**src/rtl/esti_pkg.sv**
```systemverilog
// Shared types, defaults and the saturating adder for the
// acceleration-to-position integrator.
package esti_pkg;

   typedef enum logic [1:0] {
      ZS_IDLE,
      ZS_SCAN,
      ZS_DONE
   } zone_state_t;

   typedef enum logic {
      MODE_CAL,
      MODE_RUN
   } mode_t;

   localparam logic [63:0] ZONE_STEP_DEFAULT = 64'h0000_0000_C26D_D3E6;

   // Operands are sign-extended to this width so the raw sum can never wrap.
   localparam int unsigned SAT_W = 128;

   function automatic logic signed [SAT_W-1:0] sat_add(
      input logic signed [SAT_W-1:0] a,
      input logic signed [SAT_W-1:0] b,
      input int unsigned             w
   );
      logic        [SAT_W-1:0] one;
      logic signed [SAT_W-1:0] s;
      logic signed [SAT_W-1:0] hi;
      logic signed [SAT_W-1:0] lo;
      one = SAT_W'(1);
      hi  = $signed((one << (w - 1)) - one);
      lo  = ~hi;
      s   = a + b;
      if (s > hi)
         sat_add = hi;
      else if (s < lo)
         sat_add = lo;
      else
         sat_add = s;
   endfunction

endpackage

```
**src/rtl/esti_axis_acc.sv**
```systemverilog
// One axis: calibration sum, bias, and saturating velocity/position
// accumulators.
module esti_axis_acc
   import esti_pkg::*;
#(
   parameter int unsigned ACC_W    = 16,
   parameter int unsigned POS_W    = 64,
   parameter int unsigned CAL_LOG2 = 4
) (
   input  logic             clk,
   input  logic             reset,
   input  logic [ACC_W-1:0] acc,
   input  logic             cal_en,
   input  logic             cal_last,
   input  logic             run_en,
   input  logic             clr,
   output logic [POS_W-1:0] pos
);

   localparam int unsigned SUM_W = ACC_W + CAL_LOG2;

   logic signed [SUM_W-1:0] sum_q;
   logic signed [SUM_W-1:0] sum_n;
   logic signed [ACC_W-1:0] bias_q;
   logic signed [POS_W-1:0] vel_q;
   logic signed [POS_W-1:0] pos_q;
   logic signed [POS_W-1:0] vel_n;
   logic signed [POS_W-1:0] pos_n;
   logic signed [SAT_W-1:0] acc_w;
   logic signed [SAT_W-1:0] bias_w;
   logic signed [SAT_W-1:0] vel_s;

   always_comb begin
      sum_n  = sum_q + SUM_W'($signed(acc));
      acc_w  = SAT_W'($signed(acc));
      bias_w = SAT_W'(bias_q);
      // pos integrates the already-updated velocity of this same sample
      vel_s  = sat_add(SAT_W'(vel_q), acc_w - bias_w, POS_W);
      vel_n  = POS_W'(vel_s);
      pos_n  = POS_W'(sat_add(SAT_W'(pos_q), vel_s, POS_W));
   end

   always_ff @(posedge clk) begin
      if (reset) begin
         sum_q  <= '0;
         bias_q <= '0;
         vel_q  <= '0;
         pos_q  <= '0;
      end else begin
         if (cal_en) begin
            sum_q <= sum_n;
            if (cal_last)
               bias_q <= ACC_W'(sum_n >>> CAL_LOG2);
         end
         if (clr) begin
            vel_q <= '0;
            pos_q <= '0;
         end else if (run_en) begin
            vel_q <= vel_n;
            pos_q <= pos_n;
         end
      end
   end

   assign pos = pos_q;

endmodule

```
**src/rtl/esti_axis_integrator.sv**
```systemverilog
// Multi-axis accelerometer integrator: bias calibration, per-axis
// velocity/position integration and an LED zone display of one axis.
module esti_axis_integrator
   import esti_pkg::*;
#(
   parameter int unsigned NUM_AXES  = 3,
   parameter int unsigned ACC_W     = 16,
   parameter int unsigned POS_W     = 64,
   parameter int unsigned NUM_LEDS  = 8,
   parameter logic [63:0] ZONE_STEP = ZONE_STEP_DEFAULT,
   parameter int unsigned CAL_LOG2  = 4
) (
   input  logic                      clk,
   input  logic                      reset,
   input  logic                      sample_valid,
   input  logic [NUM_AXES*ACC_W-1:0] rx_bytes,
   input  logic [1:0]                axis_sel,
   input  logic                      zero_req,
   output logic [NUM_LEDS-1:0]       led_out,
   output logic [POS_W-1:0]          pos_out,
   output logic                      cal_done,
   output logic                      busy
);

   localparam int unsigned CNT_W = CAL_LOG2 + 1;
   localparam int unsigned TH_W  = ((POS_W > 64) ? POS_W : 64) + 8;
   localparam int unsigned IDX_W = (NUM_LEDS > 1) ? $clog2(NUM_LEDS) : 1;

   localparam logic [CNT_W-1:0]       CAL_LAST = CNT_W'(2**CAL_LOG2 - 1);
   localparam logic [IDX_W-1:0]       K_LAST   = IDX_W'(NUM_LEDS - 1);
   localparam logic signed [TH_W-1:0] STEP_W   = TH_W'(ZONE_STEP);

   function automatic logic [NUM_LEDS-1:0] oor_pattern();
      logic [NUM_LEDS-1:0] p;
      for (int unsigned i = 0; i < NUM_LEDS; i++)
         p[i] = (i % 2 == 0);
      return p;
   endfunction

   localparam logic [NUM_LEDS-1:0] OOR_PAT = oor_pattern();

   mode_t                   mode_q;
   logic [CNT_W-1:0]        cal_cnt_q;
   logic                    in_run;
   logic                    cal_en;
   logic                    cal_last;
   logic                    run_en;
   logic                    clr;
   logic [1:0]              sel;
   logic [POS_W-1:0]        pos_arr [NUM_AXES];

   zone_state_t             st_q;
   zone_state_t             st_n;
   logic                    trig_q;
   logic [1:0]              axis_sel_q;
   logic signed [POS_W-1:0] scan_pos_q;
   logic signed [TH_W-1:0]  thresh_q;
   logic [IDX_W-1:0]        k_q;
   logic [NUM_LEDS-1:0]     led_q;
   logic [NUM_LEDS-1:0]     led_n;
   logic                    scan_ld;
   logic                    scan_step;

   assign in_run   = (mode_q == MODE_RUN);
   assign cal_en   = !in_run && sample_valid;
   assign cal_last = cal_en && (cal_cnt_q == CAL_LAST);
   assign run_en   = in_run && sample_valid && !zero_req;
   assign clr      = in_run && zero_req;

   for (genvar g = 0; g < NUM_AXES; g++) begin : g_axis
      esti_axis_acc #(
         .ACC_W    (ACC_W),
         .POS_W    (POS_W),
         .CAL_LOG2 (CAL_LOG2)
      ) u_acc (
         .clk      (clk),
         .reset    (reset),
         .acc      (rx_bytes[ACC_W*g +: ACC_W]),
         .cal_en   (cal_en),
         .cal_last (cal_last),
         .run_en   (run_en),
         .clr      (clr),
         .pos      (pos_arr[g])
      );
   end

   assign sel      = (32'(axis_sel) < NUM_AXES) ? axis_sel : 2'd0;
   assign pos_out  = pos_arr[sel];
   assign cal_done = in_run;
   assign busy     = (st_q != ZS_IDLE);
   assign led_out  = led_q;

   always_ff @(posedge clk) begin
      if (reset)
         st_q <= ZS_IDLE;
      else
         st_q <= st_n;
   end

   // A pending trigger always wins, so a stale scan never reaches DONE.
   always_comb begin
      st_n      = st_q;
      led_n     = led_q;
      scan_ld   = 1'b0;
      scan_step = 1'b0;
      case (st_q)
         ZS_IDLE: begin
            if (trig_q) begin
               st_n    = ZS_SCAN;
               scan_ld = 1'b1;
            end
         end
         ZS_SCAN: begin
            if (trig_q) begin
               scan_ld = 1'b1;
            end else begin
               st_n = ZS_DONE;
               if (scan_pos_q[POS_W-1])
                  led_n = OOR_PAT;
               else if (TH_W'(scan_pos_q) < thresh_q)
                  led_n = NUM_LEDS'(1) << k_q;
               else if (k_q == K_LAST)
                  led_n = OOR_PAT;
               else begin
                  st_n      = ZS_SCAN;
                  scan_step = 1'b1;
               end
            end
         end
         ZS_DONE: begin
            if (trig_q) begin
               st_n    = ZS_SCAN;
               scan_ld = 1'b1;
            end else begin
               st_n = ZS_IDLE;
            end
         end
         default: st_n = ZS_IDLE;
      endcase
   end

   always_ff @(posedge clk) begin
      if (reset) begin
         mode_q     <= MODE_CAL;
         cal_cnt_q  <= '0;
         trig_q     <= 1'b0;
         axis_sel_q <= '0;
         scan_pos_q <= '0;
         thresh_q   <= '0;
         k_q        <= '0;
         led_q      <= '0;
      end else begin
         if (cal_en)
            cal_cnt_q <= cal_cnt_q + CNT_W'(1);
         if (cal_last)
            mode_q <= MODE_RUN;
         trig_q     <= in_run && (run_en || clr || (axis_sel != axis_sel_q));
         axis_sel_q <= axis_sel;
         led_q      <= led_n;
         if (scan_ld) begin
            scan_pos_q <= pos_out;
            thresh_q   <= STEP_W;
            k_q        <= '0;
         end else if (scan_step) begin
            thresh_q <= thresh_q + STEP_W;
            k_q      <= k_q + IDX_W'(1);
         end
      end
   end

endmodule

```
**config.mk**
```make
export PLATFORM = sky130hd
export DESIGN_NAME = esti_axis_integrator
export DESIGN_NICKNAME = d
export VERILOG_FILES = /design/src/rtl/esti_pkg.sv /design/src/rtl/esti_axis_acc.sv /design/src/rtl/esti_axis_integrator.sv
export SDC_FILE = /design/constraint.sdc
export NUM_CORES = 2
export LEC_CHECK = 0
export ABC_CLOCK_PERIOD_IN_PS = 17750
export CORE_MARGIN = 2
export CORE_UTILIZATION = 50
export CTS_CLUSTER_SIZE = 14
export DETAILED_ROUTE_END_ITERATION = 16
export PLACE_DENSITY = 0.66
export SKIP_CTS_REPAIR_TIMING = 1
export SLEW_MARGIN = 20
export SYNTH_ARGS = -nofsm -noshare
export SYNTH_HDL_FRONTEND = slang
export SYNTH_SLANG_ARGS = --single-unit
```
**constraint.sdc**
```tcl
create_clock -name clk -period 17.75 [get_ports clk]
set_input_delay 4.4375 -clock clk [delete_from_list [all_inputs] [get_ports clk]]
set_output_delay 4.4375 -clock clk [all_outputs]
set_load 0.02 [all_outputs]
```
==> metrics.md <==
| Metric | Value |
|---|---|
| Run status | `finished clean` |
| Wire length per cell | `19.88 µm` |
| Worst R2R Setup Slack | `6.75 ns` |
| Fin crit period | `15.52 ns` |
| Multi-input logic area | `40040 µm²` |
| Register area | `12980 µm²` |
| Reg-to-Reg Start | `g_axis[1].u_acc.bias_q[15]` |
| Leakage | `0.02807 µW` |
| Layout net count | `8287` |
| GRT Overall Usage | `30.29%` |
| CTS max path bufs | `3` |
| Initial drt markers | `4483` |
| Peak Freq | `64.42 MHz` |
| Yosys Warn Count | `0` |
| Share of cells above drive strength 1 | `3.683%` |
| Register area share after synthesis | `22.60%` |
| Period utilisation layout | `87.46%` |
| Startpoint Class | `input pin` |
| CTS buffer count | `84` |
| Final setup vio count | `0` |
| I/O Buffers | `127` |
| CTS root buf | `clkbuf_16` |
| Max IR drop VDD | `76.25 µV` |
| Pins Over Slew Limit | `0` |
| Post-synthesis simple-gate area fraction | `15.89%` |
| Worst slew pin tran | `1.234 ns` |
| GPL Wtd Cong | `0.9516` |
| # rows | `124` |
| Largest net degree at the start of global routing | `198` |
| R2R depth | `34` |
| Hold Vio Cnt, Final | `0` |
| Antenna Cells | `0` |
| Most frequent cells in the layout | `846 x a21oi_1, 820 x inv_1, 760 x nand2_1` |
| Core box area | `114000 µm²` |
| Vias in the first global route | `50440` |
| Clk_lat worst skew | `0.69 ns` |
| Design area | `62800 µm²` |
| CP most frequent cell | `a21o_1` |
| Clk pin slew, worst setup/hold paths | `0.05 ns` |
| Post-synthesis compound-gate area fraction | `25.67%` |
| HPWL after DPL | `136900 µm` |
| Number of max-cap violations | `0` |
| Slowest stage delay, CP | `0.80 ns` |
| Drc violations | `0` |
| Crit. End Element | `flop` |
| CTS H-tree depth | `3` |
| Synth area leader | `dfxtp_1` |
| Starting Density | `50.33%` |
| DRT Pass-1 Iters | `6` |
| Synthesized net count | `8398` |
| Drt via density | `5.890` |
| Multiplexer share of the synthesized area | `0.1417%` |
| Total vias in the final route | `53520` |
| DRT antenna net count | `0` |
| Relative slew slack | `16.68%` |
| Hold Path Depth | `2` |
| Largest family of logic cells by synthesized area | `compound AO/OA/AOI/OAI gates` |
| Post-Syn Area | `57400 µm²` |
| Primary FF master, synth | `dfxtp_1` |
| DRT Wirelength | `180700 µm` |
| FF+latch count, synth | `648` |
| Global-route wire length before repair | `285200 µm` |
| Setup_tns | `0 ns` |
| Dominant cells by area after synthesis | `dfxtp_1 23%, ha_1 11%, a21oi_1 7.4%, fa_1 6.9%, inv_1 5.4%` |
| Synth top area share | `22.60%` |
| Hold WC Path Type | `flop to flop` |
| Die Wd | `342.8 µm` |
| Critical Path AT | `16.14 ns` |
| Worst reg2reg endpoint | `g_axis[1].u_acc.pos[8]` |
| RSZ-0062 raised after global routing | `false` |
| Area grow syn2layout | `9.408%` |
| Hold Path Origin | `g_axis[1].u_acc.vel_q[40]` |
| Syn_area_per_cell | `7.533 µm²` |
| Skew final | `0.03477 ns` |
| Dpl cell area | `59740 µm²` |
| Mapped Cells | `7620` |
| Clk sink count | `648` |
| Worst hold endpoint | `g_axis[1].u_acc.vel_q[40]` |
| Most common cell after layout, fill and taps aside | `a21oi_1` |
| Adder-cell share of the synthesized area | `20.60%` |
| Final WS setup | `2.227 ns` |
| Critical path peak fanout | `52` |
| Post-synth ARST share | `0%` |
| XOR/XNOR Fraction of Synth Area | `7.108%` |
| Critical path type | `input pin to flop` |
| Pre-CTS setup slack | `1.671 ns` |
| Slowest-stage cell, CP | `clkinv_2` |
| Gr ovfl total | `0` |
| Hold slack final | `0.4498 ns` |
| Num ports | `128` |
| PD cells | `84.16 nW/µm²` |
| Initial antenna violation count | `0` |
| CTS tree | `done` |
| Die H | `342.8 µm` |
| Fillers | `10950` |
| EDFF count, synth | `0` |
| Critical Path RT | `18.36 ns` |
| Die area | `117500 µm²` |
| Cell variety after synth | `92` |
==> per-stage QoR <==
stage	cells	util (%)	power [µW]
after floorplan	7620	-	2842
after global placement	8934	52.36	3348
after detailed placement	8935	52.39	3360
after CTS	9088	55.07	5296
after global routing	9088	55.07	5541
final	9088	55.07	5285
==> power by group <==
group | internal (µW) | switching [µW] | total [µW]
Combinational | 658 | 1220 | 1880
Clock | 1180 | 743 | 1920
Sequential | 1470 | 10.2 | 1480
==> area by class of cell <==
| cell class | count | share of cell area [%] |
|---|---|---|
| Sequential cell | 648 | 20.66 |
| Multi-Input combinational cell | 5770 | 63.76 |
| Timing Repair Buffer | 182 | 2.775 |
| Clock inverter | 46 | 1.150 |
| Inverter | 823 | 4.925 |
| Clock buffer | 107 | 3.712 |
| Tap cell | 1512 | 3.012 |
==> synthesized netlist by cell type (all sizes together) (10+ instances only) <==
cell / n
a211o: 17
nand3: 114
a21boi: 26
nor4: 13
or3: 34
or2: 17
a221oi: 33
a2111oi: 38
o21ai: 530
buf: 67
o31a: 10
a31oi: 62
ha: 526
nor2b: 56
a21o: 294
o21bai: 70
nand3b: 12
fa: 198
and4: 12
o211ai: 29
xnor2: 325
inv: 823
nor3: 68
nand2b: 62
o22ai: 71
nand2: 767
dfxtp: 648
o21a: 56
nor2: 711
a21oi: 849
and2: 37
xor2: 140
a211oi: 113
a221o: 58
and3: 52
nand4: 93
maj3: 128
o31ai: 32
clkbuf: 312
==> registers in the layout (all words and copies together) (netlist names) <==
signal / cells
axis_sel_q: 2
cal_cnt_q: 5
cal_done: 1
g_axis.u_acc.bias_q: 48
g_axis.u_acc.pos: 192
g_axis.u_acc.sum_q: 60
g_axis.u_acc.vel_q: 192
k_q: 3
led_out: 8
scan_pos_q: 63
st_q: 2
thresh_q: 71
trig_q: 1
==> cell families after synthesis <==
kind of cell | after synthesis
xor gates and xnor gates | 465
muxes | 8
and+or+nand+nor | 2071
DFF | 648
adders and majority gates | 852
AOI/OAI and AO/OA | 2374
buffers and inverters | 1202
==> critical path: cells and delay by family <==
family	cells	cell delay, ns
buffers and inverters	6	2.99
and+or+nand+nor	3	0.74
xor gates and xnor gates	1	0.19
AOI/OAI and AO/OA	23	5.96
adders and majority gates	4	1.64
==> worst max path at each step <==
| stage | start | to | slack, ns | cells past startpoint |
|---|---|---|---|---|
| finish | rx_bytes[47] | g_axis[2].u_acc.pos[0] | 2.23 | 37 |
| global route | rx_bytes[47] | g_axis[2].u_acc.pos[48] | 1.31 | 37 |
| CTS | rx_bytes[47] | g_axis[2].u_acc.pos[5] | 2.34 | 37 |
| detailed placement | rx_bytes[31] | g_axis[1].u_acc.pos[8] | 1.67 | 35 |
| global placement | rx_bytes[47] | g_axis[2].u_acc.pos[4] | 1.72 | 37 |
| floorplan | rx_bytes[31] | g_axis[1].u_acc.pos[42] | 3.75 | 35 |
==> metal layers <==
layer	vias up	GRT usage (%)	share of wire, %
met5	-	0	0
met4	0	12.60	4.3
met3	339	3.142	5.4
met2	1540	48.45	45
met1	25500	41.61	46
li1	26150	-	-
Power figures use the tool's default switching activity.
